## config.mk

```make
export PLATFORM = sky130hd
export DESIGN_NAME = sd_spi_master_flat
export DESIGN_NICKNAME = d
export VERILOG_FILES = /design/src/rtl/sd_spi_master_if.sv /design/src/rtl/sd_spi_master.sv /design/src/flat_wrapper.sv
export SDC_FILE = /design/constraint.sdc
export NUM_CORES = 1
export LEC_CHECK = 0
export ABC_AREA = 1
export BUFFER_PORTS_ARGS = -buffer_cell sky130_fd_sc_hd__buf_2
export CAP_MARGIN = 5
export CORE_UTILIZATION = 56
export DETAILED_ROUTE_END_ITERATION = 7
export GPL_TIMING_DRIVEN = 0
export PLACE_DENSITY = 0.78
export SLEW_MARGIN = 20
export SYNTH_ARGS = -nofsm -noshare
export SYNTH_HDL_FRONTEND = slang
export SYNTH_SLANG_ARGS = --single-unit
```

## constraint.sdc

```tcl
create_clock -name CLOCK_50 -period 2.1 [get_ports CLOCK_50]
set_input_delay 0 -clock CLOCK_50 [delete_from_list [all_inputs] [get_ports CLOCK_50]]
set_output_delay 0 -clock CLOCK_50 [all_outputs]
set_load 0.03 [all_outputs]
```

## src/rtl/sd_spi_master_if.sv

```systemverilog
`default_nettype none
// ============================================================================
// Module : sd_spi_master_if
// Brief  : Byte handshake and SPI pin bundle for sd_spi_master.
// Rev    : 1.0  initial release
// ============================================================================
interface sd_spi_master_if;
  logic       fast_i;
  logic       cs_en_i;
  logic [7:0] tx_data_i;
  logic       tx_valid_i;
  logic       tx_ready_o;
  logic [7:0] rx_data_o;
  logic       rx_valid_o;
  logic       busy_o;
  logic       SD_CS;
  logic       SD_CLK;
  logic       SD_MOSI;
  logic       SD_MISO;

  // master: the SPI engine itself; slave: the client issuing bytes and the card
  modport master (
    input  fast_i, cs_en_i, tx_data_i, tx_valid_i, SD_MISO,
    output tx_ready_o, rx_data_o, rx_valid_o, busy_o, SD_CS, SD_CLK, SD_MOSI
  );
  modport slave (
    output fast_i, cs_en_i, tx_data_i, tx_valid_i, SD_MISO,
    input  tx_ready_o, rx_data_o, rx_valid_o, busy_o, SD_CS, SD_CLK, SD_MOSI
  );
endinterface
`default_nettype wire

```

## src/rtl/sd_spi_master.sv

```systemverilog
`default_nettype none
// ============================================================================
// Module : sd_spi_master
// Brief  : Byte-wide SPI mode-0 master for SD cards with slow/fast SCK divider.
//          Optional macro SD_SPI_INIT_CLOCKS_EN adds 80 slow SCK periods after reset.
// Rev    : 1.0  initial release
// ============================================================================
module sd_spi_master #(
  parameter int unsigned SLOW_DIV = 62,
  parameter int unsigned FAST_DIV = 1
) (
  input  wire logic       CLOCK_50,
  input  wire logic       RESET,
  sd_spi_master_if.master bus
);
  localparam logic [7:0] C_SLOW = 8'(SLOW_DIV);
  localparam logic [7:0] C_FAST = 8'(FAST_DIV);

`ifdef SD_SPI_INIT_CLOCKS_EN
  typedef enum logic [2:0] {IDLE = 3'd0, LOW = 3'd1, HIGH = 3'd2, DONE = 3'd3, INIT = 3'd4} state_t;
  localparam state_t C_RESET_STATE = INIT;
`else
  typedef enum logic [1:0] {IDLE = 2'd0, LOW = 2'd1, HIGH = 2'd2, DONE = 2'd3} state_t;
  localparam state_t C_RESET_STATE = IDLE;
`endif

  state_t     r_state;
  state_t     w_next;
  logic [7:0] r_cnt;
  logic [7:0] r_div;
  logic [2:0] r_bit;
  logic [7:0] r_tx;
  logic [7:0] r_rx;
  logic [7:0] r_rx_data;
  logic       r_cs;
  logic       r_init_hi;
  logic [6:0] r_init_per;
  logic       w_phase_end;

  assign w_phase_end = (r_cnt == 8'd0);

  always_ff @(posedge CLOCK_50) begin
    if (RESET) r_state <= C_RESET_STATE;
    else       r_state <= w_next;
  end

  always_comb begin
    w_next = r_state;
    unique case (r_state)
      IDLE: if (bus.tx_valid_i) w_next = LOW;
      LOW:  if (w_phase_end) w_next = HIGH;
      HIGH: if (w_phase_end) w_next = (r_bit == 3'd0) ? DONE : LOW;
      DONE: w_next = IDLE;
`ifdef SD_SPI_INIT_CLOCKS_EN
      INIT: if (w_phase_end && r_init_hi && (r_init_per == 7'd79)) w_next = IDLE;
`endif
      default: w_next = IDLE;
    endcase
  end

  // Divider counts down from DIV, so every SCK phase lasts DIV+1 cycles
  always_ff @(posedge CLOCK_50) begin
    if (RESET) begin
      r_cnt      <= C_SLOW;
      r_div      <= C_SLOW;
      r_bit      <= 3'd0;
      r_tx       <= 8'h00;
      r_rx       <= 8'h00;
      r_rx_data  <= 8'h00;
      r_cs       <= 1'b1;
      r_init_hi  <= 1'b0;
      r_init_per <= 7'd0;
    end else begin
      case (r_state)
        IDLE: begin
          r_cs <= ~bus.cs_en_i;
          if (bus.tx_valid_i) begin
            r_div <= bus.fast_i ? C_FAST : C_SLOW;
            r_cnt <= bus.fast_i ? C_FAST : C_SLOW;
            r_tx  <= bus.tx_data_i;
            r_bit <= 3'd7;
          end
        end
        LOW: begin
          if (w_phase_end) begin
            r_cnt <= r_div;
            r_rx  <= {r_rx[6:0], bus.SD_MISO};
          end else begin
            r_cnt <= r_cnt - 8'd1;
          end
        end
        HIGH: begin
          if (w_phase_end) begin
            r_cnt <= r_div;
            r_tx  <= {r_tx[6:0], 1'b0};
            r_bit <= r_bit - 3'd1;
            if (r_bit == 3'd0) r_rx_data <= r_rx;
          end else begin
            r_cnt <= r_cnt - 8'd1;
          end
        end
`ifdef SD_SPI_INIT_CLOCKS_EN
        INIT: begin
          if (w_phase_end) begin
            r_cnt     <= r_div;
            r_init_hi <= ~r_init_hi;
            if (r_init_hi) r_init_per <= r_init_per + 7'd1;
          end else begin
            r_cnt <= r_cnt - 8'd1;
          end
        end
`endif
        default: ;
      endcase
    end
  end

  // Outputs are gated by RESET so the pins go safe immediately, not one edge later
  assign bus.tx_ready_o = ~RESET & (r_state == IDLE);
  assign bus.busy_o     = ~RESET & (r_state != IDLE);
  assign bus.rx_valid_o = ~RESET & (r_state == DONE);
  assign bus.rx_data_o  = r_rx_data;
  assign bus.SD_CS      = RESET | r_cs;
`ifdef SD_SPI_INIT_CLOCKS_EN
  assign bus.SD_CLK     = ~RESET & ((r_state == HIGH) | ((r_state == INIT) & r_init_hi));
`else
  assign bus.SD_CLK     = ~RESET & (r_state == HIGH);
`endif
  assign bus.SD_MOSI    = (RESET | ((r_state != LOW) & (r_state != HIGH))) ? 1'b1 : r_tx[7];

endmodule
`default_nettype wire

```

## src/flat_wrapper.sv

```systemverilog
// flat-port wrapper written by rule: the top's interface ports become plain ports
module sd_spi_master_flat 
#(
  parameter int unsigned SLOW_DIV = 62,
  parameter int unsigned FAST_DIV = 1
)
  (CLOCK_50, RESET, bus_fast_i, bus_cs_en_i, bus_tx_data_i, bus_tx_valid_i, bus_SD_MISO, bus_tx_ready_o, bus_rx_data_o, bus_rx_valid_o, bus_busy_o, bus_SD_CS, bus_SD_CLK, bus_SD_MOSI);
  sd_spi_master_if bus_i ();
  input  wire logic CLOCK_50;
  input  wire logic RESET;
  input wire logic [$bits(bus_i.fast_i)-1:0] bus_fast_i;
  input wire logic [$bits(bus_i.cs_en_i)-1:0] bus_cs_en_i;
  input wire logic [$bits(bus_i.tx_data_i)-1:0] bus_tx_data_i;
  input wire logic [$bits(bus_i.tx_valid_i)-1:0] bus_tx_valid_i;
  input wire logic [$bits(bus_i.SD_MISO)-1:0] bus_SD_MISO;
  output wire logic [$bits(bus_i.tx_ready_o)-1:0] bus_tx_ready_o;
  output wire logic [$bits(bus_i.rx_data_o)-1:0] bus_rx_data_o;
  output wire logic [$bits(bus_i.rx_valid_o)-1:0] bus_rx_valid_o;
  output wire logic [$bits(bus_i.busy_o)-1:0] bus_busy_o;
  output wire logic [$bits(bus_i.SD_CS)-1:0] bus_SD_CS;
  output wire logic [$bits(bus_i.SD_CLK)-1:0] bus_SD_CLK;
  output wire logic [$bits(bus_i.SD_MOSI)-1:0] bus_SD_MOSI;
  assign bus_i.fast_i = bus_fast_i;
  assign bus_i.cs_en_i = bus_cs_en_i;
  assign bus_i.tx_data_i = bus_tx_data_i;
  assign bus_i.tx_valid_i = bus_tx_valid_i;
  assign bus_i.SD_MISO = bus_SD_MISO;
  assign bus_tx_ready_o = bus_i.tx_ready_o;
  assign bus_rx_data_o = bus_i.rx_data_o;
  assign bus_rx_valid_o = bus_i.rx_valid_o;
  assign bus_busy_o = bus_i.busy_o;
  assign bus_SD_CS = bus_i.SD_CS;
  assign bus_SD_CLK = bus_i.SD_CLK;
  assign bus_SD_MOSI = bus_i.SD_MOSI;
  sd_spi_master #(.SLOW_DIV(SLOW_DIV), .FAST_DIV(FAST_DIV)) u_core (.CLOCK_50(CLOCK_50), .RESET(RESET), .bus(bus_i));
endmodule
```

**Word-level counts from Yosys, hierarchy flattened**

Index checks and enable logic that the tools add are counted.

- Bits in registers: 46
- Input port bits: 14
- Output and inout port bits: 14
- Logic and storage cells: 56

- $add $sub $neg: 2
- Equal/unequal tests: 8
- Multiplexer cells: 16
- Bitwise logic cells: 9
- Reductions and logical operators: 13

Operator list:

| operator | count |
|---|---|
| 8-bit 2-to-1 mux | 4 |
| 8-bit one-hot mux with 2 select lines | 2 |
| 3-bit AND reduction | 3 |
| 8-bit logical NOT | 1 |
| 2-bit 2-to-1 mux | 4 |
| 2-bit one-hot mux with 4 select lines | 1 |
| 8-bit by 1-bit subtractor with 8-bit output, second input constant | 1 |
| 3-bit 2-to-1 mux | 2 |
| 6-bit 2-to-1 mux | 1 |
| 2-bit by 1-bit != test with 1-bit output, second input constant | 3 |
| 3-bit one-hot mux with 2 select lines | 1 |
| 2-bit AND reduction | 3 |
| 2-bit nonzero test | 3 |
| 1-bit AND | 5 |
| 2-bit equality test, second input constant | 2 |
| 2-bit != test, second input constant | 2 |
| 3-bit logical NOT | 1 |
| 3-bit by 1-bit subtractor with 3-bit output, second input constant | 1 |
| 2-bit by 1-bit equality test with 1-bit output, second input constant | 1 |
| 2-bit logical NOT | 1 |
| 1-bit NOT | 2 |
| 1-bit OR | 2 |
| 2-bit OR reduction | 1 |
| 1-bit 2-to-1 mux | 1 |

**Longest topological paths before layout**

Gate-level depths: netlist of run 1.

- Depth in word-level cells: 4
- Depth in mapped cells: 10
- Depth with buffers taken out: 9

**Worst setup path before layout of run 1**

No wires, ideal clock.

- Path kind: reg-to-reg
- Start: register u_core.r_state[0]
- End: register u_core.r_cnt[2]
- Setup time: 0.115 ns
- Arrival: 1.444 ns
- Required time: 1.985 ns
- Setup slack: 0.542 ns
- Cell stages (with the launch flop): 9
- Buffers on the path: 1
- Period minus slack after synthesis: 1.558 ns
- Cell sequence: dfxtp_1 inv_1 ha_1 inv_1 o21ai_2 buf_2 nand2_1 a21oi_1 nand2_1

- Longest elaborated chain between the ends: 4
- Elaborated cells on any way between the ends: 8
- Those cells by class: 3 x eq/ne; 1 x mux; 4 x reduce/logical

RTL lines:

| what | RTL line | RTL |
|---|---|---|
| from (decl) | sd_spi_master.sv:27 | `state_t r_state;` |
| from (signal assigned) | sd_spi_master.sv:44 | `else r_state <= w_next;` |
| 2-bit by 1-bit equality test with 1-bit output or 2-bit equality test (tied branches) | sd_spi_master.sv:74 | `case (r_state)` |
| 2-bit OR reduction (no line) | -- |  |
| 2-bit nonzero test (no line) | -- |  |
| 2-bit AND reduction (no line) | -- |  |
| to (signal assigned) | sd_spi_master.sv:79 | `r_cnt <= bus.fast_i ? C_FAST : C_SLOW;` |
| to (signal assigned) | sd_spi_master.sv:86 | `r_cnt <= r_div;` |
| to (signal assigned) | sd_spi_master.sv:89 | `r_cnt <= r_cnt - 8'd1;` |
| to (decl) | sd_spi_master.sv:29 | `logic [7:0] r_cnt;` |

Parallel ways exist; a longest one is shown, timed or not.
A chain may end at the register's enable or synchronous reset.

**Worst setup path after layout of run 1**

Same ends and word-level chain as after synthesis.

==> flow_summary.json, run 1 <==
{
  "synth_top_family_by_area": "simple AND/OR/NAND/NOR gates",
  "initial_utilization_pct": 59.5,
  "postRouteAntennaNets": 0,
  "crit_arrival_ns": 2.12,
  "period_needed_ns": 1.86,
  "r2r_end": "u_core.r_cnt[2]",
  "required_ns": 2.36,
  "setup_tns_ns": 0,
  "r2r_slack_ns": 0.24,
  "rsz0062_at_grt": "false",
  "synthTopCellsByArea": "dfxtp_1, nand2_1, nor2_1, o21ai_0, ha_1",
  "start_kind": "flop",
  "min_path_type": "in2reg",
  "drtIter0Drc": 107,
  "clock-root-buffer": "clkbuf_4",
  "die_area_um2": 3870,
  "holdPathStages": 5,
  "netlist_area_um2": 2030,
  "vias_per_cell": 4.90,
  "cts_sinks": 40,
  "p_int_w": 0.00121,
  "status": "finished clean",
  "worstMarginPinSlew_ns": 0.502,
  "cts_buffers": 5,
  "cts_tree": "yes",
  "crit_path_end_kind": "flop",
  "powerDensity_nw_per_um2": 783,
  "muxShareOfSynthArea_pct": 0,
  "period_share_pct": 88.5,
  "synth_area_leader_cell": "dfxtp_1",
  "area_growth_pct": 19.7,
  "drv_cap": 0,
  "synthXorXnorAreaFrac_pct": 0,
  "vdd_drop_max_uv": 526,
  "post-route-drc-count": 0,
  "synth_compound_area_share_pct": 12.1,
  "fmaxAchievable_mhz": 538,
  "clockBufferDepth": 2,
  "gp_congestion": 0.831,
  "grt_pass1_wl_um": 7690,
  "final-max-slew-violation-count": 0,
  "power_frac_comb_pct": 30.1,
  "path_clk_slew_ns": 0.12,
  "synth_top_area_share_pct": 39.4,
  "die_w_um": 62.2,
  "grt_remaining_overflow": 0,
  "antenna_found_initial": 0,
  "synth.distinct_cells": 27,
  "timing.slew.headroom_pct": 66.3,
  "grt_pass1_vias": 1789,
  "dp_slack_ns": 0.262,
  "insertion_delay_ns": 0.36,
  "fin_nets": 366,
  "diodes": 0,
  "sw_frac_of_total_pct": 36.3,
  "dr.pass1.iters": 4,
  "cts-htree-levels": 2,
  "drive_above_1_share_pct": 19.1,
  "p_clk_share_pct": 22.9,
  "dp_hpwl_um": 2870,
  "synthAdderAreaFrac_pct": 4.31,
  "synthSimpleGateAreaFrac_pct": 37.2,
  "setup_ws_ns": 0.242,
  "r2r-start": "u_core.r_state[0]",
  "seqPwrFrac_pct": 47.0,
  "core_um2": 3420,
  "critPathKind": "reg2reg",
  "die_height_um": 62.2,
  "hold_end": "u_core.r_state[0]",
  "post_cts_buffers": 0,
  "crit_chain": "inv_1, ha_1, inv_1, o21ai_2, buf_2, nand2_1, a21oi_1, nand2_1",
  "slowest_delay_ns": 0.44,
  "setup_viol": 0,
  "netlist_instances": 297,
  "cp_max_fo": 10,
  "crit_start": "u_core.r_state[0]",
  "wl_per_cell_um": 11.1,
  "fin_skew_ns": 0.00900,
  "power_leakage_nw": 1.17,
  "worst_path_max_delay_cell": "dfxtp_1",
  "ys_warn_count": 0,
  "power.switching_w": 0.000691,
  "cts-resized-gates": 0,
  "syn-num-nets": 318,
  "std_cell_rows": 21,
  "ioPinCount": 28,
  "avgSynthCellArea_um2": 6.84,
  "drt-total-wl_um": 4340,
  "finalHoldViolCount": 0,
  "port_buffers": 27,
  "ys_ff_latch": 40,
  "track_usage_pct": 24.7,
  "grt_max_degree": 14,
  "synth_seq_area_share_pct": 39.4,
  "vias": 1920,
  "reg2reg_depth": 8,
  "hp-start": "bus_tx_valid_i"
}
repair_timing:
action	4_1_cts	5_1_grt
hold buffers	14	0
setup endpoints to repair	0	0
endpoints found under the hold margin	14	0
final cells by class:
cell class	count	area (um2)
multi-input cells	223	1090
repair buffers	41	275
flip-flops and latches	40	801
plain buffers	8	45.0
inverters	26	97.6
well taps	46	57.6
clock inverters	2	15.0
fillers	301	986
clock buffers	6	51.3
placed cells by master (no fill, tap or decap), types with 2 or more instances in the layout:
master and instances:
buf_2 30, inv_1 21, nor2_2 2, o21ai_0 18
dlygate4sd3_1 14, a21oi_1 9, inv_2 5, dfxtp_1 40
or2_2 3, nand3_1 11, nor3_1 4, clkbuf_1 3
nor2_1 66, nor2_4 4, clkbuf_4 5, nand2_2 3
o21ai_2 3, a21oi_2 2, ha_1 7, clkinvlp_4 2
o21ai_1 10, nand2_1 75
cell families after synthesis:
kind of cell               Yosys count
DFF                                 40
and+or+nand+nor                    173
adders and majority gates            7
AOI/OAI and AO/OA                   43
buffers and inverters               34
cells in the mapped netlist, drive strengths merged:
cell type  number
o21ai          31
ha              7
a21oi          12
nor2           73
or2             3
dfxtp          40
clkbuf          3
nand3          12
nand2          79
buf             5
inv            26
and2            1
nor3            4
nand3b          1
sequential cells by signal, summed over array words and instances, names as in the netlist:
name	count
u_core.bus.rx_data_o	8
u_core.r_bit	3
u_core.r_cnt	8
u_core.r_cs	1
u_core.r_div	2
u_core.r_rx	8
u_core.r_state	2
u_core.r_tx	8
power by group through the flow:
stage	logic (W)	clock network, W	registers [W]
5_1_grt	0.000655	0.000471	0.000906
3_3_place_gp	0.000535	0	0.000909
3_5_place_dp	0.000548	0	0.000911
6_report	0.000573	0.000435	0.000895
2_1_floorplan	0.000436	0	0.000897
4_1_cts	0.000573	0.000433	0.000894
metal layers:
| layer | up-vias | global-route usage (%) | share of wire [%] |
|---|---|---|---|
| met5 | - | 0 | 0 |
| met4 | 0 | 6.10 | 0.92 |
| met3 | 4 | 6.62 | 3.8 |
| met2 | 38 | 43.0 | 47 |
| met1 | 853 | 30.0 | 48 |
| li1 | 1025 | - | - |
per-stage QoR:
step | hold WS, ns | instance area (um2) | utilization [%] | total power (W) | std cells
floorplan | 0.0919 | 2030 | - | 0.00133 | 297
global placement | 0.182 | 2220 | 65.1 | 0.00144 | 370
detailed placement | 0.182 | 2220 | 65.1 | 0.00146 | 370
CTS | 0.0888 | 2430 | 71.1 | 0.00190 | 392
global route | 0.0953 | 2430 | 71.1 | 0.00203 | 392
finish | 0.0892 | 2430 | 71.1 | 0.00190 | 392
how the worst max path moves through the flow:
| stage | endpoint | slack [ns] | cells after the start |
|---|---|---|---|
| floorplan | u_core.r_cnt[2] | 0.54 | 8 |
| CTS | u_core.r_cnt[2] | 0.24 | 8 |
| detailed placement | u_core.r_cnt[2] | 0.26 | 8 |
| global route | u_core.r_cnt[2] | 0.08 | 8 |
| global placement | u_core.r_cnt[2] | 0.31 | 8 |
| finish | u_core.r_cnt[2] | 0.24 | 8 |
critical path, delay by kind of cell, from the launching register on:
| kind | cells | cell delay, ns |
|---|---|---|
| and+or+nand+nor | 2 | 0.14 |
| AOI/OAI and AO/OA | 2 | 0.31 |
| adders and majority gates | 1 | 0.39 |
| DFF | 1 | 0.44 |
| buffers and inverters | 3 | 0.47 |
Power figures use the tool's default switching activity.
==> inputs of run 2 (changes only) <==
Settings changed: CORE_UTILIZATION 56 to 59, CTS_BUF_LIST set to sky130_fd_sc_hd__clkbuf_4, PLACE_DENSITY 0.78 to 0.82.
==> run 2 against run 1 <==
- final area fell by 1.4%
- largest power group unchanged
- worst setup slack improved by 0.013 ns
- sequential share of layout area rose by 0.46 points
- fmax rose by 0.72%
==> flow_summary.json, run 2 (synthesized netlist as in run 1, its figures left out) <==
{
  "post_dp_cell_area_um2": 2220,
  "grt_remaining_overflow": 0,
  "port_buffers": 27,
  "design_area_um2": 2400,
  "vdd_drop_max_uv": 559,
  "dp_hpwl_um": 2890,
  "gp_congestion": 0.843,
  "powerDensity_nw_per_um2": 771,
  "initial_utilization_pct": 64.4,
  "postRouteAntennaNets": 0,
  "fin_nets": 364,
  "grt_max_degree": 14,
  "cp_num_cells": 7,
  "path_common_cell": "nand2_1",
  "drt-total-wl_um": 4200,
  "cp-endpoint": "u_core.r_div[0]",
  "fmaxAchievable_mhz": 542,
  "timing.slew.headroom_pct": 65.1,
  "crit_path_end_kind": "flop",
  "diodes": 0,
  "drv_cap": 0,
  "crit_chain": "inv_1, ha_1, nand2_1, inv_2, nand2_1, a21oi_1, dlygate4sd3_1",
  "post-route-drc-count": 0,
  "final_common_cell": "nand2_1",
  "core_um2": 3150,
  "path_clk_slew_ns": 0.12,
  "drtIter0Drc": 104,
  "dr.pass1.iters": 4,
  "crit_start": "u_core.r_state[0]",
  "clock-root-buffer": "clkbuf_4",
  "cts_sinks": 40,
  "die_height_um": 60.7,
  "cts-htree-levels": 2,
  "post_cts_buffers": 0,
  "setup_viol": 0,
  "required_ns": 2.34,
  "die_w_um": 60.7,
  "crit_arrival_ns": 2.09,
  "antenna_found_initial": 0,
  "rsz0062_at_grt": "false",
  "drive_above_1_share_pct": 18.9,
  "area_growth_pct": 18.0,
  "layout_common_cells": "nand2_1, nor2_1, dfxtp_1",
  "status": "finished clean",
  "cts_tree": "yes",
  "die_area_um2": 3680,
  "clockBufferDepth": 2,
  "start_kind": "flop",
  "final-max-slew-violation-count": 0,
  "cts-resized-gates": 0,
  "period_share_pct": 87.8,
  "setup_tns_ns": 0,
  "critPathKind": "reg2reg",
  "r2r-start": "u_core.r_state[0]",
  "reg2reg_depth": 7,
  "grt_pass1_vias": 1628,
  "std_cell_rows": 20,
  "cp_max_fo": 5,
  "r2r_slack_ns": 0.26,
  "finalHoldViolCount": 0,
  "wl_per_cell_um": 10.8,
  "path_delay_family": "buffers and inverters",
  "r2r_end": "u_core.r_div[0]",
  "worst_path_max_delay_cell": "dlygate4sd3_1",
  "vias": 1910,
  "insertion_delay_ns": 0.35,
  "cp_num_buf_inv": 3,
  "worstMarginPinSlew_ns": 0.520,
  "cts_buffers": 5,
  "ioPinCount": 28,
  "power_leakage_nw": 1.16,
  "vias_per_cell": 4.92,
  "fin_skew_ns": 0.0106,
  "grt_pass1_wl_um": 7010,
  "hold_buffers": 12,
  "period_needed_ns": 1.84,
  "min_path_type": "in2reg",
  "track_usage_pct": 26.0,
  "slowest_delay_ns": 0.58
}
run 2: final cells by class:
type,instances,area [um2]
repair buffers,39,255
clock inverters,3,17.5
clock buffers,5,37.5
inverters,26,97.6
flip-flops and latches,40,801
well taps,44,55.1
plain buffers,8,45.0
fillers,286,757
multi-input cells,223,1090
run 2: worst min-delay path by stage:
| stage | start | endpoint | cells after the start |
|---|---|---|---|
| floorplan | bus_cs_en_i | u_core.r_cs | 1 |
| global placement | bus_cs_en_i | u_core.r_cs | 2 |
| detailed placement | bus_cs_en_i | u_core.r_cs | 2 |
| CTS | bus_tx_data_i[1] | u_core.r_tx[1] | 5 |
| global route | bus_tx_data_i[1] | u_core.r_tx[1] | 5 |
| finish | bus_tx_data_i[1] | u_core.r_tx[1] | 5 |
run 2: metrics by stage:
stage	utilization [%]	instances	hold WS, ns	power [W]	worst slack (ns)
final	76.0	388	0.0257	0.00185	0.256
after CTS	76.0	388	0.0150	0.00185	0.277
after global placement	70.4	368	0.182	0.00144	0.316
after floorplan	-	297	0.0919	0.00133	0.542
after detailed placement	70.4	368	0.183	0.00145	0.305
after global routing	76.0	388	0.108	0.00198	0.0818
run 2: routing by layer:
layer	vias up	GRT usage (%)	part of all wire [%]
met3	5	5.33	3.3
met1	854	33.5	49
li1	1021	-	-
met5	-	0	0
met4	0	8.12	0.59
met2	30	43.8	47
run 2: worst min-delay path, cell delays in order:
cell and delay, ns:
buf_2 0.07, nand2_1 0.04, nand2_1 0.05, o21ai_0 0.10, nor2_1 0.08
run 2: where the power goes:
group	total, W	internal [W]	switching [W]
clock	0.000393	0.000129	0.000263
sequential	0.000893	0.000834	0.0000583
combinational	0.000561	0.000208	0.000353
